===== src/rtl/prefetch_queue_x_if.sv =====
// Memory-side burst bus of prefetch_queue_x: address beats out, tagged data beats back.
interface prefetch_queue_x_if #(
   parameter int AW = 36
);
   logic        ACT;
   logic        NEXT;
   logic [AW:0] OFFSET;
   logic [2:0]  TAGo;
   logic        DRDY;
   logic [7:0]  TAGi;
   logic [63:0] DTi;

   modport master (output ACT, OFFSET, TAGo, input NEXT, DRDY, TAGi, DTi);
   modport slave  (input ACT, OFFSET, TAGo, output NEXT, DRDY, TAGi, DTi);
endinterface


===== src/rtl/prefetch_queue_x.sv =====
// Instruction prefetcher: line bursts into a DEPTH-word ring queue feeding the sequencer.
// Optional PF_FAULT_HALT_EN: stop requesting new lines after a fault beat until JUMP.
module prefetch_queue_x #(
   parameter int AW         = 36,
   parameter int DEPTH      = 16,
   parameter int LINE_WORDS = 8,
   parameter int TMO_BITS   = 8
) (
   input  logic               CLK,
   input  logic               RESET,
   input  logic               JUMP,
   input  logic [AW-1:0]      JADDR,
   input  logic               STOP,
   prefetch_queue_x_if.master bus,
   output logic               IRDY,
   input  logic               IFETCH,
   output logic [63:0]        IBUS,
   output logic [3:0]         VF,
   output logic               IERR,
   output logic [AW-1:0]      IIP,
   output logic               FATAL
);
   localparam int QW  = $clog2(DEPTH);
   localparam int QP  = QW + 1;
   localparam int LB  = $clog2(LINE_WORDS);
   localparam int CW  = LB + 1;
   localparam int LAW = AW - 2 - LB;
   localparam logic [CW-1:0] LAST_BEAT = CW'(LINE_WORDS - 1);
   localparam logic [QP-1:0] START_MAX = QP'(DEPTH - LINE_WORDS);

   typedef enum logic [1:0] {S_IDLE, S_REQ, S_WAIT, S_DRAIN} state_t;
   state_t state, state_nxt;

   logic [CW-1:0]       bcnt, rcnt, outs, outs_jump;
   logic [LB-1:0]       skip;
   logic [LAW-1:0]      fptr;
   logic [QP-1:0]       head, tail, count;
   logic [AW-1:0]       hip;
   logic [TMO_BITS-1:0] tmo;
   logic [63:0]         qdata [DEPTH];
   logic                qflt  [DEPTH];
   logic                code_beat, in_line, line_beat, keep, line_done;
   logic                issue, pop, start_ok, halt;

   assign code_beat = bus.DRDY && (bus.TAGi[7:5] == 3'b011) && !bus.TAGi[3];
   assign in_line   = (state == S_REQ) || (state == S_WAIT);
   assign line_beat = in_line && code_beat;
   assign line_done = line_beat && (rcnt == LAST_BEAT) && !JUMP;
   assign keep      = line_beat && (skip == '0) && !JUMP;
   assign count     = tail - head;
   assign pop       = IFETCH && IRDY && !JUMP;
   // Space is checked only when leaving IDLE; the whole line is thereby reserved.
   assign start_ok  = !STOP && !halt && (count <= START_MAX);

   assign bus.ACT    = (state == S_REQ) && !JUMP;
   assign issue      = bus.ACT && bus.NEXT;
   assign bus.OFFSET = {fptr, bcnt[LB-1:0], 3'b000};
   assign bus.TAGo   = {bus.ACT && (bcnt == LAST_BEAT), 2'b00};

   assign IRDY = (count != '0);
   assign IBUS = qdata[head[QW-1:0]];
   assign IERR = IRDY && qflt[head[QW-1:0]];
   assign VF   = IRDY ? (4'b1111 << hip[1:0]) : 4'b0000;
   assign IIP  = {hip[AW-1:2], 2'b00};

`ifdef PF_FAULT_HALT_EN
   always_ff @(posedge CLK or negedge RESET) begin
      if (!RESET)                    halt <= 1'b0;
      else if (JUMP)                 halt <= 1'b0;
      else if (keep && bus.TAGi[4])  halt <= 1'b1;
   end
`else
   assign halt = 1'b0;
`endif

   // Beats still owed by memory if the current line is abandoned this cycle.
   always_comb begin
      outs_jump = '0;
      case (state)
         S_REQ, S_WAIT: outs_jump = bcnt - rcnt - CW'(code_beat);
         S_DRAIN:       outs_jump = outs - CW'(code_beat);
         default:       outs_jump = '0;
      endcase
   end

   always_comb begin
      state_nxt = state;
      if (JUMP) begin
         state_nxt = (outs_jump != '0) ? S_DRAIN : S_IDLE;
      end else begin
         case (state)
            S_IDLE:  if (start_ok) state_nxt = S_REQ;
            S_REQ:   if (issue && (bcnt == LAST_BEAT)) state_nxt = line_done ? S_IDLE : S_WAIT;
            S_WAIT:  if (line_done) state_nxt = S_IDLE;
            S_DRAIN: if (code_beat && (outs == CW'(1))) state_nxt = S_IDLE;
            default: state_nxt = S_IDLE;
         endcase
      end
   end

   always_ff @(posedge CLK or negedge RESET) begin
      if (!RESET) begin
         state <= S_IDLE;
         bcnt  <= '0;
         rcnt  <= '0;
         outs  <= '0;
         skip  <= '0;
         fptr  <= '0;
         head  <= '0;
         tail  <= '0;
         hip   <= '0;
         tmo   <= '0;
         FATAL <= 1'b0;
      end else begin
         state <= state_nxt;

         if (state == S_IDLE) bcnt <= '0;
         else if (issue)      bcnt <= bcnt + 1'b1;

         if (state == S_IDLE) rcnt <= '0;
         else if (line_beat)  rcnt <= rcnt + 1'b1;

         if (JUMP)                                outs <= outs_jump;
         else if ((state == S_DRAIN) && code_beat) outs <= outs - 1'b1;

         if (JUMP)                             skip <= JADDR[2 +: LB];
         else if (line_beat && (skip != '0))   skip <= skip - 1'b1;

         if (JUMP)           fptr <= JADDR[AW-1 -: LAW];
         else if (line_done) fptr <= fptr + 1'b1;

         if (JUMP) begin
            head <= '0;
            tail <= '0;
            hip  <= JADDR;
         end else begin
            if (keep) tail <= tail + 1'b1;
            if (pop) begin
               head <= head + 1'b1;
               hip  <= {hip[AW-1:2] + 1'b1, 2'b00};
            end
         end

         if (JUMP || bus.DRDY || !((state == S_WAIT) || (state == S_DRAIN))) tmo <= '0;
         else if (tmo != '1) tmo <= tmo + 1'b1;

         FATAL <= FATAL | (tmo == '1);
      end
   end

   always_ff @(posedge CLK) begin
      if (keep) begin
         qdata[tail[QW-1:0]] <= bus.DTi;
         qflt[tail[QW-1:0]]  <= bus.TAGi[4];
      end
   end
endmodule


===== src/flat_wrapper.sv =====
// flat-port wrapper written by rule: the top's interface ports become plain ports
module prefetch_queue_x_flat 
#(
   parameter int AW         = 36,
   parameter int DEPTH      = 16,
   parameter int LINE_WORDS = 8,
   parameter int TMO_BITS   = 8
)
  (CLK, RESET, JUMP, JADDR, STOP, IRDY, IFETCH, IBUS, VF, IERR, IIP, FATAL, bus_ACT, bus_OFFSET, bus_TAGo, bus_NEXT, bus_DRDY, bus_TAGi, bus_DTi);
  prefetch_queue_x_if #(.AW(AW)) bus_i ();
  input  logic CLK;
  input  logic RESET;
  input  logic JUMP;
  input  logic [AW-1:0] JADDR;
  input  logic STOP;
  output logic IRDY;
  input  logic IFETCH;
  output logic [63:0] IBUS;
  output logic [3:0] VF;
  output logic IERR;
  output logic [AW-1:0] IIP;
  output logic FATAL;
  output wire logic [$bits(bus_i.ACT)-1:0] bus_ACT;
  output wire logic [$bits(bus_i.OFFSET)-1:0] bus_OFFSET;
  output wire logic [$bits(bus_i.TAGo)-1:0] bus_TAGo;
  input wire logic [$bits(bus_i.NEXT)-1:0] bus_NEXT;
  input wire logic [$bits(bus_i.DRDY)-1:0] bus_DRDY;
  input wire logic [$bits(bus_i.TAGi)-1:0] bus_TAGi;
  input wire logic [$bits(bus_i.DTi)-1:0] bus_DTi;
  assign bus_ACT = bus_i.ACT;
  assign bus_OFFSET = bus_i.OFFSET;
  assign bus_TAGo = bus_i.TAGo;
  assign bus_i.NEXT = bus_NEXT;
  assign bus_i.DRDY = bus_DRDY;
  assign bus_i.TAGi = bus_TAGi;
  assign bus_i.DTi = bus_DTi;
  prefetch_queue_x #(.AW(AW), .DEPTH(DEPTH), .LINE_WORDS(LINE_WORDS), .TMO_BITS(TMO_BITS)) u_core (.CLK(CLK), .RESET(RESET), .JUMP(JUMP), .JADDR(JADDR), .STOP(STOP), .bus(bus_i), .IRDY(IRDY), .IFETCH(IFETCH), .IBUS(IBUS), .VF(VF), .IERR(IERR), .IIP(IIP), .FATAL(FATAL));
endmodule

===== config.mk =====
export PLATFORM = sky130hd
export DESIGN_NAME = prefetch_queue_x_flat
export DESIGN_NICKNAME = d
export VERILOG_FILES = /design/src/rtl/prefetch_queue_x_if.sv /design/src/rtl/prefetch_queue_x.sv /design/src/flat_wrapper.sv
export SDC_FILE = /design/constraint.sdc
export NUM_CORES = 1
export LEC_CHECK = 0
export ABC_AREA = 1
export CORE_MARGIN = 5
export CORE_UTILIZATION = 47
export DETAILED_ROUTE_END_ITERATION = 10
export DONT_BUFFER_PORTS = 1
export HOLD_SLACK_MARGIN = 0.06
export PLACE_DENSITY = 0.61
export SYNTH_ARGS = -nofsm -noshare
export SYNTH_HDL_FRONTEND = slang
export SYNTH_SLANG_ARGS = --single-unit

===== constraint.sdc =====
create_clock -name CLK -period 10 [get_ports CLK]
set_clock_uncertainty 0.05 [all_clocks]
set_input_delay 0 -clock CLK [delete_from_list [all_inputs] [get_ports CLK]]
set_output_delay 0 -clock CLK [all_outputs]
set_load 0.03 [all_outputs]

==> results by group <==
Drt
  – Via/cell ratio: about 5.8
  – Drt wl/cell: about 24 µm
  – DRT antenna net count: 0
  – Vias: 30950
  – First DRT Iteration DRCs: between 2000 and 3000
  – Post-route DRC: 0
  – 1st-pass router iterations: 5
  – Total Wirelength: 125700 µm

Power and ir drop
  – PD cells: roughly 230 nW/µm²
  – VDD IR max: between 0.15 and 0.2 mV
  – Power Total: roughly 12 mW
  – Leak: approximately 18 nW

Critical path
  – Worst path max stage delay: a little under 0.9 ns
  – Buf/Inv on CP: 3
  – Cell family with most CP delay: buffers and inverters
  – Kind of critical path: register to primary output
  – WP depth: 7
  – Max Fanout on Critical Path: roughly 230
  – Slowest stage cell, crit path: buf_4
  – Crit start category: register
  – Top cell by count, worst path: nand3_1
  – Critical path cell sequence: inv_16 -> buf_12 -> buf_4 -> o21ai_0 -> o221ai_1 -> nand3_1 -> nand3_1
  – Crit end category: primary output
  – Crit path DAT: around 4.7 ns
  – Worst Reg-to-Reg Cells: 14
  – Critical Path RT: 9.95 ns

Die
  – Initial Util: 47.31%
  – Ports: roughly 260
  – Die area: between 100000 and 150000 µm²
  – Standard-cell row count: between 100 and 150
  – Die W: 327.3 µm
  – Height of the die: approximately 330 µm
  – Core Area: around 100000 µm²

Placed design
  – HPWL after detailed placement: about 64000 µm
  – Number of port buffers: 0
  – Final GP Congestion: between 0.9 and 1

Timing
  – RSZ-0062 raised after global routing: no
  – Max Slew Vio Count: 0
  – Tmin final: about 4.8 ns
  – Actual slew at the worst max-slew pin: about 1.1 ns
  – # setup viols final: 0
  – Fmax: 209.5 MHz
  – Final Hold Viols: 0
  – Max-slew headroom: between 20% and 30%
  – Final setup TNS: 0 ns
  – Tcrit/Tclk final: around 48%

Logic synthesis
  – Most used DFF post-synth: edfxtp_1
  – Post-synth EDFFs: ~1000
  – YS warnings: 0
  – Synth cell types: 47
  – Post-Syn Area: 47320 µm²
  – Asr flop ratio synth: under 10%
  – Mean Syn Cell Area: 12.16 µm²
  – Sequential area share after synthesis: between 70% and 80%
  – #FFs+latches synth: ~1100
  – Post-Synthesis Cells: between 3000 and 4000

CTS
  – Clk pin slew, worst setup/hold paths: ~0.060 ns
  – Clock Latency Late Sink: roughly 0.7 ns
  – H-tree depth: 3
  – Clock sinks: between 1000 and 1500
  – Total CTS buffers: roughly 110
  – Clock Path Buffers: 3
  – Root Driver: clkbuf_16
  – CTS tree: built
  – CTS resizes: 0

Global route
  – Largest net degree at the start of global routing: 228
  – Vias in the first global route: slightly below 30000
  – First-pass GRT wire length: 188200 µm
  – GRT overflow: 0
  – Initial antenna violation count: 9
  – Tot GR Track Use: about 23%

Job
  – Max-cap violations: 0

Run status
  – Status: finished, final reports clean

Min path
  – Hold Path Class: input pin to register
  – Hold path depth: 4

Layout
  – Util after Layout: between 50% and 60%
  – Share of layout cells above drive strength 1: between 6 and 7%
  – # fillers: between 8000 and 9000
  – Layout area overhead: 12.47%
  – Post-layout net count: slightly above 4000
-- final cells by class --
| type | instances | area [µm²] | area share (%) |
|---|---|---|---|
| antenna | 6 | 15.01 | 0.02822 |
| multi-input combinational | 2357 | 11850 | 22.26 |
| inverter | 123 | 489.2 | 0.9194 |
| tap | 1298 | 1624 | 3.052 |
| clock inverter | 60 | 371.6 | 0.6983 |
| sequential | 1143 | 33820 | 63.55 |
| timing repair buffer | 209 | 2044 | 3.842 |
| clock buffer | 143 | 3004 | 5.645 |
-- placed cells by master, fill, tap and decap left out, drive strengths merged, types with 40 or more instances in the layout --
cell,n
o221ai,100
xor2,40
o211ai,55
edfxtp,1040
buf,48
inv,128
clkinv,50
nand3,198
dlygate4sd3,161
nand2,468
o22ai,158
clkbuf,143
dfrtp,103
o21ai,559
nor2,629
-- synth_stat cells, types with 4 or more instances --
cell,instances,area [µm²]
a21oi_1,30,150.1
a31oi_1,4,25.02
buf_1,4,15.01
buf_2,75,375.4
buf_4,53,397.9
clkbuf_1,140,525.5
dfrtp_1,103,2577
edfxtp_1,1040,31230
ha_1,28,350.3
inv_1,115,431.7
inv_2,7,26.28
nand2_1,462,1734
nand3_1,197,986.0
nand4_1,15,93.84
nor2_1,622,2335
nor2_2,6,37.54
nor3_1,31,155.2
o211ai_1,52,390.4
o21ai_0,555,2778
o21ai_1,4,20.02
o221ai_1,100,875.8
o22ai_1,158,988.5
xnor2_1,6,52.55
xor2_1,40,350.3
-- per-stage QoR --
step                      setup WS (ns)  hold slack, ns  instances  area [µm²]
after floorplan                   5.381         -0.3456       3898       47340
after global placement            5.957         -0.3398       4966       48130
after global routing              4.882         0.08885       5335       53200
after CTS                         5.168         0.06195       5333       53200
final                             5.226          0.1211       5339       53210
after detailed placement          5.914         -0.3410       4966       48130
-- routing by layer --
metal  routed length, µm  GRT usage, %  vias to the layer above  part of all wire, %
li1                    -             -                    14260                    -
met1               51500         30.43                    15330                   41
met2               61260         38.39                     1119                   49
met3                9290         4.678                      230                  7.4
met4                3626         7.026                        8                  2.9
met5                  46             0                        -                0.037
-- registers in the layout (all words and copies together), names as in the netlist --
register,flops
u_core.bcnt,4
u_core.FATAL,1
u_core.rcnt,4
u_core.state,2
u_core.qdata,1024
u_core.head,5
u_core.skip,3
u_core.fptr,31
u_core.tail,5
u_core.qflt,16
u_core.hip,36
u_core.tmo,8
u_core.outs,4
-- timing repair --
item,4_1_cts,5_1_grt
hold buffers,164,0
setup buffers,0,0
endpoints found under the hold margin,1297,0
endpoints found under the setup margin,0,0
-- cells by family (layout without fill, tap and decap cells) --
kind of cell | count (synthesis) | in the layout | share of synthesized area, %
buffers and inverters | 398 | 535 | 3.829
AOI/OAI and AO/OA | 919 | 919 | 11.34
xor gates and xnor gates | 46 | 46 | 0.8515
adders and majority gates | 29 | 29 | 0.7827
and+or+nand+nor | 1356 | 1356 | 11.74
other | 1 | 13 | 0.007926
DFF | 1143 | 1143 | 71.45
-- final timing paths --
| path | startpoint | endpoint | slack, ns |
|---|---|---|---|
| max | u_core.head[0] | IBUS[24] | 5.23 |
| max in group asynchronous | RESET | u_core.head[0] | 8.95 |
| max reg2reg | u_core.head[1] | u_core.hip[20] | 5.51 |
| min | bus_NEXT | u_core.bcnt[1] | 0.12 |
| min in group asynchronous | RESET | u_core.rcnt[0] | 0.50 |
| min reg2reg | u_core.outs[0] | u_core.outs[0] | 0.47 |
-- tightest hold or removal path: stages --
cell and delay [ns]:
dlygate4sd3_1 0.58, nand2_1 0.11, nand3_1 0.08, nand2_1 0.05
-- power breakdown --
part	internal [mW]	switching (mW)	total [mW]	leakage [nW]
combinational	0.698	1.94	2.64	5.52
sequential	5.30	0.344	5.64	10.6
clock	2.17	1.75	3.92	1.64
total	8.16	4.04	12.2	17.8
Note: power is estimated with default switching activity, not from simulation.
